File: src/rtl/demux_pkg.sv
// demux_pkg: shared definitions for the N-way registered demultiplexer.
//   sel_w_f      - selector width for a given channel count (clog2, minimum 1)
//   slot_state_t - per-channel slot state (EMPTY / FULL)
//   CNT_W        - width of the optional per-channel handshake counters
package demux_pkg;

   localparam int CNT_W = 16;

   typedef enum logic {
      EMPTY = 1'b0,
      FULL  = 1'b1
   } slot_state_t;

   function automatic int sel_w_f(input int n);
      return (n <= 2) ? 1 : $clog2(n);
   endfunction

endpackage

File: src/rtl/demux_slot.sv
// demux_slot: one-entry holding register for a single output channel.
// Ports:
//   clk, reset - clock, synchronous active-high reset
//   wr_en      - load wr_data this cycle (caller guarantees writable)
//   wr_data    - word to load
//   rd_ready   - consumer accepts the held word this cycle
//   valid      - a word is held
//   data       - held word (stable while valid & !rd_ready)
//   writable   - slot can take a write this cycle (empty, or draining now)
//   cnt        - completed output handshakes, wraps (only with DEMUX_COUNT_EN)
// Optional feature macro: DEMUX_COUNT_EN.
module demux_slot
   import demux_pkg::*;
#(
   parameter int WIDTH = 8
) (
   input  logic             clk,
   input  logic             reset,
   input  logic             wr_en,
   input  logic [WIDTH-1:0] wr_data,
   input  logic             rd_ready,
   output logic             valid,
   output logic [WIDTH-1:0] data,
   output logic             writable
`ifdef DEMUX_COUNT_EN
   ,
   output logic [CNT_W-1:0] cnt
`endif
);

   slot_state_t state;

   // A write wins over a drain: a simultaneous drain+write leaves the slot
   // FULL with the new word.
   always_ff @(posedge clk) begin
      if (reset) begin
         state <= EMPTY;
         data  <= '0;
      end else if (wr_en) begin
         state <= FULL;
         data  <= wr_data;
      end else if (state == FULL && rd_ready) begin
         state <= EMPTY;
      end
   end

   assign valid    = (state == FULL);
   // Pass-through refill: a draining slot accepts a new word the same cycle.
   assign writable = (state == EMPTY) || rd_ready;

`ifdef DEMUX_COUNT_EN
   always_ff @(posedge clk) begin
      if (reset)
         cnt <= '0;
      else if (valid && rd_ready)
         cnt <= cnt + 1'b1;
   end
`endif

endmodule

File: src/rtl/demux_router_n.sv
// demux_router_n: registered N-way demultiplexer with valid/ready handshaking.
// Routes one word per cycle to channel in_sel, or to every channel when
// in_bcast is set; each channel holds its word until its consumer accepts it.
// Ports:
//   clk, reset           - clock, synchronous active-high reset
//   in_valid/in_ready    - input handshake
//   in_data, in_sel      - input word and destination channel
//   in_bcast             - deliver to all channels (all-or-nothing)
//   out_valid/out_ready  - per-channel output handshake
//   out_data             - channel k at [k*WIDTH +: WIDTH]
//   sel_err              - sticky: unicast word seen with in_sel >= N_OUT
//   cnt_out              - per-channel 16-bit drain counters (DEMUX_COUNT_EN)
// Optional feature macro: DEMUX_COUNT_EN.
module demux_router_n
   import demux_pkg::*;
#(
   parameter int WIDTH = 8,
   parameter int N_OUT = 4,
   parameter int SEL_W = sel_w_f(N_OUT)
) (
   input  logic                   clk,
   input  logic                   reset,
   input  logic                   in_valid,
   output logic                   in_ready,
   input  logic [WIDTH-1:0]       in_data,
   input  logic [SEL_W-1:0]       in_sel,
   input  logic                   in_bcast,
   output logic [N_OUT-1:0]       out_valid,
   input  logic [N_OUT-1:0]       out_ready,
   output logic [N_OUT*WIDTH-1:0] out_data,
   output logic                   sel_err
`ifdef DEMUX_COUNT_EN
   ,
   output logic [N_OUT*CNT_W-1:0] cnt_out
`endif
);

   logic [N_OUT-1:0] writable;
   logic [N_OUT-1:0] sel_hit;
   logic [N_OUT-1:0] wr_en;
   logic             sel_oor;

   // Out-of-range selectors only exist when N_OUT is not a power of two.
   assign sel_oor = ({1'b0, in_sel} >= (SEL_W+1)'(N_OUT));

   // in_ready never depends on in_valid.
   always_comb begin
      in_ready = 1'b0;
      if (in_bcast)
         in_ready = &writable;
      else if (sel_oor)
         in_ready = 1'b1;                 // dropped word always accepted
      else
         in_ready = |(writable & sel_hit);
   end

   always_ff @(posedge clk) begin
      if (reset)
         sel_err <= 1'b0;
      else if (in_valid && !in_bcast && sel_oor)
         sel_err <= 1'b1;
   end

   for (genvar k = 0; k < N_OUT; k++) begin : g_ch
      assign sel_hit[k] = (in_sel == SEL_W'(k));
      assign wr_en[k]   = in_valid && in_ready && (in_bcast || sel_hit[k]);

      demux_slot #(.WIDTH(WIDTH)) u_slot (
         .clk      (clk),
         .reset    (reset),
         .wr_en    (wr_en[k]),
         .wr_data  (in_data),
         .rd_ready (out_ready[k]),
         .valid    (out_valid[k]),
         .data     (out_data[k*WIDTH +: WIDTH]),
         .writable (writable[k])
`ifdef DEMUX_COUNT_EN
         ,
         .cnt      (cnt_out[k*CNT_W +: CNT_W])
`endif
      );
   end

endmodule

File: config.mk
export PLATFORM = sky130hd
export DESIGN_NAME = demux_router_n
export DESIGN_NICKNAME = d
export VERILOG_FILES = /design/src/rtl/demux_pkg.sv /design/src/rtl/demux_slot.sv /design/src/rtl/demux_router_n.sv
export SDC_FILE = /design/constraint.sdc
export NUM_CORES = 1
export LEC_CHECK = 0
export ABC_AREA = 1
export BUFFER_PORTS_ARGS = -buffer_cell sky130_fd_sc_hd__clkbuf_2
export CORE_ASPECT_RATIO = 0.7
export CORE_UTILIZATION = 46
export CTS_CLUSTER_SIZE = 8
export DETAILED_ROUTE_END_ITERATION = 12
export PLACE_DENSITY = 0.76
export SETUP_SLACK_MARGIN = 0.15
export SLEW_MARGIN = 25
export SYNTH_ARGS = -nofsm -noshare
export SYNTH_HDL_FRONTEND = slang
export SYNTH_HIERARCHICAL = 1
export SYNTH_SLANG_ARGS = --single-unit
File: constraint.sdc
create_clock -name clk -period 1.64 [get_ports clk]
set_input_delay 0.164 -clock clk [delete_from_list [all_inputs] [get_ports clk]]
set_output_delay 0.164 -clock clk [all_outputs]
set_load 0.005 [all_outputs]
==> metrics.yaml, run 1 <==
p_switching_uw: 535
critPathSlowestCell: "dfxtp_2"
clock_skew_ns: 0.00245
start_util_pct: 48.6
finalSetupTns_ns: 0
p_per_area_mw_per_mm2: 1050
avgViaCountPerCell: 4.88
ys_ff_latch: 36
rows: 16
cts_max_level: 2
path_cells: "nand2_2 > nand2_2 > nor2_4 > nand3_2 > nand2_2 > nand3_4 > nor2_4 > buf_6 > o21ai_0 > nor2_1"
worst-path-buf-inv: 1
final_common_cell: "nor2_1"
grt.total_usage_pct: 22.8
avgSynthCellArea_sq_um: 7.61
p_int_uw: 1430
grt_pass1_wl_um: 5090
drv_cap: 0
hold_violations: 0
end_kind: "register"
path_common_cell: "nand2_2"
timing.final.crit_period_ns: 1.41
finalSetupViolations: 0
clock_path_buffers: 2
post-dp-hpwl_um: 2450
clkPwrFrac_pct: 32.7
power_frac_comb_pct: 17.0
drt-pass1-iter-count: 4
critical_path.startpoint_type: "register"
cts_hold_buf: 0
peakVddDrop_uv: 599
required_ns: 1.86
yosysWarningCount: 6
layout_common_cells: "nor2_1, clkbuf_2, dfxtp_1"
diodes: 0
drtIter0Drc: 92
syn2layout_area_growth_pct: 37.6
synthCells: 179
fin_cells: 282
cts_root_buf: "clkbuf_8"
swShare_pct: 27.2
design.die.area_sq_mm: 0.00319
io_buffers: 54
grt-ovfl-total: 0
core_area_sq_mm: 0.00280
fmax_mhz: 711
grt_max_degree: 11
p_leak_uw: 0.000970
grt_pass1_vias: 1059
die_w_um: 67.1
cts.sinks: 36
numCtsBuffers: 5
antenna_found_initial: 0
drive_gt1_share_pct: 37.8
hp-class: "primary input to register"
synth_cell_types: 16
outcome: "finished clean"
critical-path-max-stage-delay_ns: 0.33
die_height_um: 47.5
nNetsFinal: 263
worstPathMaxFanout: 7
drtAntennaViolNets: 0
drt_wl_total_um: 3550
place.gp.congestion: 0.840
seqPwrFrac_pct: 50.3
ys_seq_area_share_pct: 52.9
clk_pin_slew_ns: 0.07
critPathTopFamily: "simple AND/OR/NAND/NOR gates"
slew_viol_final: 0
post_drt_wl_per_cell_um: 12.6
syn_area_sq_mm: 0.00136
via_count: 1375
cts_tree: "built"
drc: 0
rsz0062_at_grt: "yes"
period_share_pct: 85.7
critical_path_class: "register to register"
synthesis.nets: 197
crit_arrival_ns: 1.63
ios: 56
placed_cells: 272
clk_latency_ns: 0.29
power by group through the flow:
stage | combinational (uW) | clock (uW) | sequential, uW
after floorplan | 141 | 0 | 1010
after global placement | 299 | 0 | 1000
after detailed placement | 303 | 0 | 1000
after CTS | 305 | 648 | 986
after global routing | 379 | 696 | 998
final | 336 | 643 | 990
path summary, 6_finish.rpt:
| path | slack [ns] | from | cells past startpoint | to |
|---|---|---|---|---|
| worst max-delay path | 0.23 | g_ch[0].u_slot/valid | 10 | g_ch[0].u_slot/data[1] |
| worst min-delay path | 0.17 | reset | 2 | g_ch[1].u_slot/valid |
| worst max register to register | 0.23 | g_ch[0].u_slot/valid | 10 | g_ch[0].u_slot/data[1] |
| worst min register to register | 0.50 | g_ch[3].u_slot/data[4] | 2 | g_ch[3].u_slot/data[4] |
registers in the layout (all words and copies together), names as in the netlist:
register           flops
g_ch.u_slot/data      32
g_ch.u_slot/valid      4
kinds of logic after synthesis:
| family | count (synthesis) | synth area share (%) |
|---|---|---|
| simple gates | 85 | 26.2 |
| buf+inv | 18 | 5.23 |
| compound gates | 39 | 15.4 |
| other cells | 1 | 0.275 |
| flops | 36 | 52.9 |
cell usage after synthesis:
cell type / instances / area share (%)
nor2_1: 68 / 19
dfxtp_1: 36 / 53
o21ai_0: 32 / 12
inv_1: 13 / 3.6
nand2_1: 8 / 2.2
a21oi_2: 4 / 2.6
inv_2: 4 / 1.1
a21oi_1: 3 / 1.1
nand3_1: 3 / 1.1
nand3_2: 2 / 1.5
and2_1: 1 / 0.46
buf_4: 1 / 0.55
conb_1: 1 / 0.28
nand2_2: 1 / 0.46
nand4_2: 1 / 0.92
nor2_4: 1 / 0.83
cell type report:
| class | instances | area (sq um) |
|---|---|---|
| fill | 257 | 928 |
| sequential | 36 | 724 |
| multi-input combinational | 125 | 628 |
| timing repair buffer | 60 | 323 |
| clock buffer | 8 | 90.1 |
| inverter | 17 | 63.8 |
| tap | 36 | 45.0 |
what timing repair did:
action / in CTS / in global routing
endpoints found under the setup margin: 8 / 36
cloned: 0 / 0
gates resized for setup: 1 / 26
buffers inserted: 0 / 2
pin swaps: 0 / 10
per-stage QoR:
step                      total power, uW  utilization (%)  hold WS (ns)  area [sq um]  setup WS [ns]
final                                1970             66.9         0.168          1870          0.234
after global routing                 2070             66.9         0.171          1870          0.113
after CTS                            1940             64.0         0.170          1790          0.129
after global placement               1300             60.7         0.474          1700          0.166
after detailed placement             1310             60.7         0.470          1700          0.130
after floorplan                      1150                -         0.226          1360          0.163
layer usage:
| metal | track usage [%] | part of all wire (%) | vias up |
|---|---|---|---|
| met5 | 0 | 0 | - |
| met4 | 5.11 | 0.53 | 0 |
| met1 | 33.5 | 49 | 613 |
| li1 | - | - | 702 |
| met2 | 30.0 | 42 | 56 |
| met3 | 9.76 | 9.0 | 4 |
Note: power is estimated with default switching activity, not from simulation.
==> run 2, diff against run 1 <==
CORE_ASPECT_RATIO = 1.2   (was 0.7)
==> run 2 against run 1 <==
  * Cell area increased by 1.6%
  * Highest routed layer unchanged
  * Clock skew increased by 0.0026 ns
  * Cell count increased by 0.35%
  * Count of clock-buffer cells in the layout unchanged
  * Flip-flop and latch count unchanged
  * Sequential share of layout area decreased by 0.61 points
  * Register-to-register slack got worse by 0.04 ns
  * Core utilization increased by 0.86 points
  * Critical path depth decreased by 3
  * Largest power group unchanged
  * Die area about the same
  * Critical endpoint is now in_ready
==> metrics.yaml, run 2 (synthesized netlist as in run 1, its figures left out) <==
drtAntennaViolNets: 0
fmax_mhz: 674
drt-pass1-iter-count: 4
p_switching_uw: 513
crit_arrival_ns: 1.32
regMostFlops: "g_ch.u_slot/data"
post_drt_wl_per_cell_um: 12.1
drt_wl_total_um: 3410
nNetsFinal: 266
hold_depth: 3
avgViaCountPerCell: 4.99
period_share_pct: 90.5
clock_skew_ns: 0.00504
critPathSlowestCell: "dfxtp_2"
die_height_um: 61.6
clkPwrFrac_pct: 26.3
grt.total_usage_pct: 22.6
path_common_cell: "nand2_4"
cts_root_buf: "clkbuf_4"
numCtsBuffers: 5
swShare_pct: 28.0
drtIter0Drc: 30
path_cells: "nand2_4 > nand2_4 > nor2_4 > nand3_2 > nand2_2 > and2_1 > clkbuf_2"
via_count: 1413
core_area_sq_mm: 0.00281
stdcell_area_sq_mm: 0.00190
die_w_um: 51.7
start_util_pct: 48.5
cts_hold_buf: 0
utilization_pct: 67.7
drive_gt1_share_pct: 40.6
io_buffers: 54
design.die.area_sq_mm: 0.00318
hold_violations: 0
critical_path.startpoint_type: "register"
worstPathMaxFanout: 3
grt_max_degree: 11
drc: 0
layout_common_cells: "nor2_1, clkbuf_2, dfxtp_1"
grt_pass1_vias: 1205
largest_register_ffs: 32
grt-ovfl-total: 0
outcome: "finished clean"
cts_tree: "built"
ios: 56
p_leak_uw: 0.000980
cts_max_level: 2
whs_ns: 0.0986
r2r_cells: 10
end_kind: "output pin"
holdCritStartpoint: "in_data[6]"
p_per_area_mw_per_mm2: 961
drv_cap: 0
min_to: "g_ch[2].u_slot/data[6]"
clk_pin_slew_ns: 0.10
worst-path-buf-inv: 1
antenna_found_initial: 0
r2r-end: "g_ch[0].u_slot/data[7]"
seqPwrFrac_pct: 54.2
path_depth: 7
critical-path-max-stage-delay_ns: 0.35
peakVddDrop_uv: 879
r2r_slack_ns: 0.19
hp-class: "primary input to register"
placed_area_sq_mm: 0.00171
rows: 21
clk_latency_ns: 0.33
timing.final.crit_period_ns: 1.48
r2r-start: "g_ch[1].u_slot/valid"
final_common_cell: "nor2_1"
critical_path_class: "register to output pin"
power_frac_comb_pct: 19.5
cts.sinks: 36
syn2layout_area_growth_pct: 39.8
slew_viol_final: 0
place.gp.congestion: 0.779
diodes: 0
grt_pass1_wl_um: 5180
finalSetupTns_ns: 0
required_ns: 1.48
finalSetupViolations: 0
p_int_uw: 1320
post-dp-hpwl_um: 2340
critPathTopFamily: "simple AND/OR/NAND/NOR gates"
rsz0062_at_grt: "yes"
clock_path_buffers: 2
-- run 2: changes by cell type in the layout (fill, tap and decap cells not counted), moves of 3 or more --
cell,before,now
o21ai_1,5,10
o21ai_2,0,6
o21ai_0,27,16
clkbuf_4,0,5
nand2_4,1,4
nand2_2,5,2
clkbuf_8,6,1
-- run 2: worst max path at each step --
stage	start	end
after floorplan	g_ch[1].u_slot/valid	g_ch[1].u_slot/data[3]
after global placement	g_ch[1].u_slot/valid	g_ch[1].u_slot/data[5]
after detailed placement	g_ch[1].u_slot/valid	g_ch[1].u_slot/data[6]
after CTS	g_ch[2].u_slot/valid	in_ready
after global routing	g_ch[1].u_slot/valid	g_ch[1].u_slot/data[4]
final	g_ch[1].u_slot/valid	in_ready
-- run 2: area by class of cell --
class / instances / area [sq um]
Fill cell: 260 / 907
Sequential cell: 36 / 724
Multi-Input combinational cell: 125 / 663
Timing Repair Buffer: 63 / 349
Inverter: 17 / 66.3
Clock buffer: 8 / 58.8
Tap cell: 34 / 42.5
-- run 2: power by group through the flow --
stage                     Clock [uW]  Combinational [uW]  Sequential (uW)
after detailed placement           0                 301             1000
after global routing             529                 403             1000
after CTS                        494                 307              986
after global placement             0                 298             1000
after floorplan                    0                 141             1010
final                            481                 357              993
-- run 2: timing repair --
item | in CTS | in global routing
pin swaps | 0 | 24
resized for setup | 8 | 40
buffers inserted | 0 | 4
hold endpoints to repair | 0 | 0
setup endpoints to repair | 25 | 35
-- run 2: tightest hold or removal path: cells and delay by family --
family | cells | cell delay (ns)
simple gates | 2 | 0.12
buf+inv | 1 | 0.12
-- run 2: metal layers --
layer	GRT usage [%]	wire, um
met5	0	0
met4	10.4	64
met3	7.16	224
met2	37.8	1660
met1	26.6	1460
-- run 2: stage by stage --
step | std cells | setup WS (ns) | total power (uW)
finish | 283 | 0.156 | 1830
global route | 283 | 0.0792 | 1930
CTS | 279 | 0.158 | 1790
detailed placement | 271 | 0.0764 | 1310
global placement | 271 | 0.148 | 1300
floorplan | 179 | 0.163 | 1150
==> run 3, diff against run 2 <==
GPL_TIMING_DRIVEN = 0   (was unset)
==> run 3 against run 2 <==
  * Combinational power increased by 6.4%
  * Count of clock-buffer cells in the layout fell by 3
  * Core utilization rose by 2.2 points
  * Critical path depth unchanged
  * Critical endpoint unchanged
  * Largest power group unchanged
==> metrics.yaml, run 3 (synthesized netlist as in run 1, its figures left out) <==
outcome: "finished clean"
hold_violations: 0
finalSetupViolations: 0
timing.final.crit_period_ns: 1.45
drtAntennaViolNets: 0
nNetsFinal: 269
avgViaCountPerCell: 4.94
rows: 21
layout_common_cells: "nor2_1, clkbuf_2, dfxtp_1"
hp-class: "primary input to register"
core_area_sq_mm: 0.00281
crit_arrival_ns: 1.29
worstPathMaxFanout: 3
place.gp.congestion: 0.847
post-dp-hpwl_um: 2430
cts_tree: "built"
critical_path.startpoint_type: "register"
final_common_cell: "nor2_1"
required_ns: 1.48
hold_depth: 3
drive_gt1_share_pct: 44.4
grt-ovfl-total: 0
io_buffers: 54
clock_path_buffers: 2
wl_met2_um: 1850
antenna_found_initial: 0
min_to: "g_ch[3].u_slot/data[6]"
largest_register_ffs: 32
grt_pass1_wl_um: 5490
r2r-start: "g_ch[2].u_slot/valid"
via_count: 1412
post_drt_wl_per_cell_um: 12.8
cts_root_buf: "clkbuf_4"
r2r_cells: 10
numCtsBuffers: 5
whs_ns: 0.0933
drtIter0Drc: 40
p_leak_uw: 0.00101
finalSetupTns_ns: 0
rsz0062_at_grt: "yes"
r2r-end: "g_ch[3].u_slot/data[7]"
regMostFlops: "g_ch.u_slot/data"
clk_pin_slew_ns: 0.12
clock_skew_ns: 0.0117
period_share_pct: 88.6
cts.sinks: 36
p_per_area_mw_per_mm2: 938
design.die.area_sq_mm: 0.00318
critical_path_class: "register to output pin"
grt_pass1_vias: 1270
holdCritStartpoint: "in_data[6]"
r2r_slack_ns: 0.19
clk_latency_ns: 0.35
diodes: 0
met3_length_um: 195
ios: 56
fmax_mhz: 688
end_kind: "output pin"
peakVddDrop_uv: 749
grt_max_degree: 13
die_w_um: 51.7
grt.total_usage_pct: 24.2
syn2layout_area_growth_pct: 44.3
drt_wl_total_um: 3660
drc: 0
drt-pass1-iter-count: 4
wl_met1_um: 1530
slew_viol_final: 0
highest_layer: "met4"
start_util_pct: 48.5
die_height_um: 61.6
cts_max_level: 2
p_total_uw: 1840
drv_cap: 0
==> run 3: cell count changes in the layout (fill, tap and decap cells not counted), sizes merged <==
cell    previous run  this run
buf                9        12
clkbuf            62        59
clkinv             0         3
==> run 3: where the power goes <==
| part | switching (uW) | leakage, uW | total, uW | internal [uW] |
|---|---|---|---|---|
| registers | 40.4 | 0.000298 | 991 | 950 |
| logic | 211 | 0.000677 | 380 | 170 |
| clock network | 309 | 0.0000349 | 473 | 164 |
==> run 3: layout make-up <==
class                      count  area (sq um)
fill                         259           846
multi-input combinational    125           669
inverter                      17          71.3
timing repair buffer          65           393
sequential                    36           726
tap                           34          42.5
clock buffer                   5          37.5
clock inverter                 3          18.8
buffer                         1          7.51
==> run 3: worst max-delay path by stage <==
stage                                    start                endpoint  slack [ns]  cells after the start
after floorplan           g_ch[1].u_slot/valid  g_ch[1].u_slot/data[3]        0.16                     10
after global placement    g_ch[0].u_slot/valid  g_ch[3].u_slot/data[3]       -0.15                     10
after detailed placement  g_ch[1].u_slot/valid  g_ch[2].u_slot/data[5]       -0.19                     10
after CTS                 g_ch[2].u_slot/valid                in_ready        0.16                      7
after global routing      g_ch[2].u_slot/valid  g_ch[3].u_slot/data[7]         0.1                     10
final                     g_ch[2].u_slot/valid                in_ready        0.19                      7
==> run 3: timing repair <==
action,in CTS,in global routing
setup buffers,7,4
hold buffers,0,0
pin swaps,4,13
endpoints found under the setup margin,37,37
resized for setup,15,35
gates cloned,0,0
==> run 3: critical path, stage by stage (launching register included) <==
cell	delay (ns)
dfxtp_2	0.34
nand2_2	0.08
inv_2	0.05
nor2_4	0.09
nand3_2	0.06
nand2_2	0.09
and2_1	0.12
clkbuf_2	0.10
==> run 3: per-stage QoR <==
step           instances  util [%]  setup slack [ns]  area, sq um
6_report             286      69.9             0.187         1970
5_1_grt              286      69.9            0.0978         1970
4_1_cts              282      66.0             0.160         1860
3_5_place_dp         267      59.6            -0.194         1680
3_3_place_gp         267      59.6            -0.151         1680
2_1_floorplan        179         -             0.163         1360
==> run 3: routing by layer <==
metal	up-vias	global-route usage (%)
li1	717	-
met4	0	14.3
met2	58	41.9
met5	-	0
met1	629	27.7
met3	8	4.69
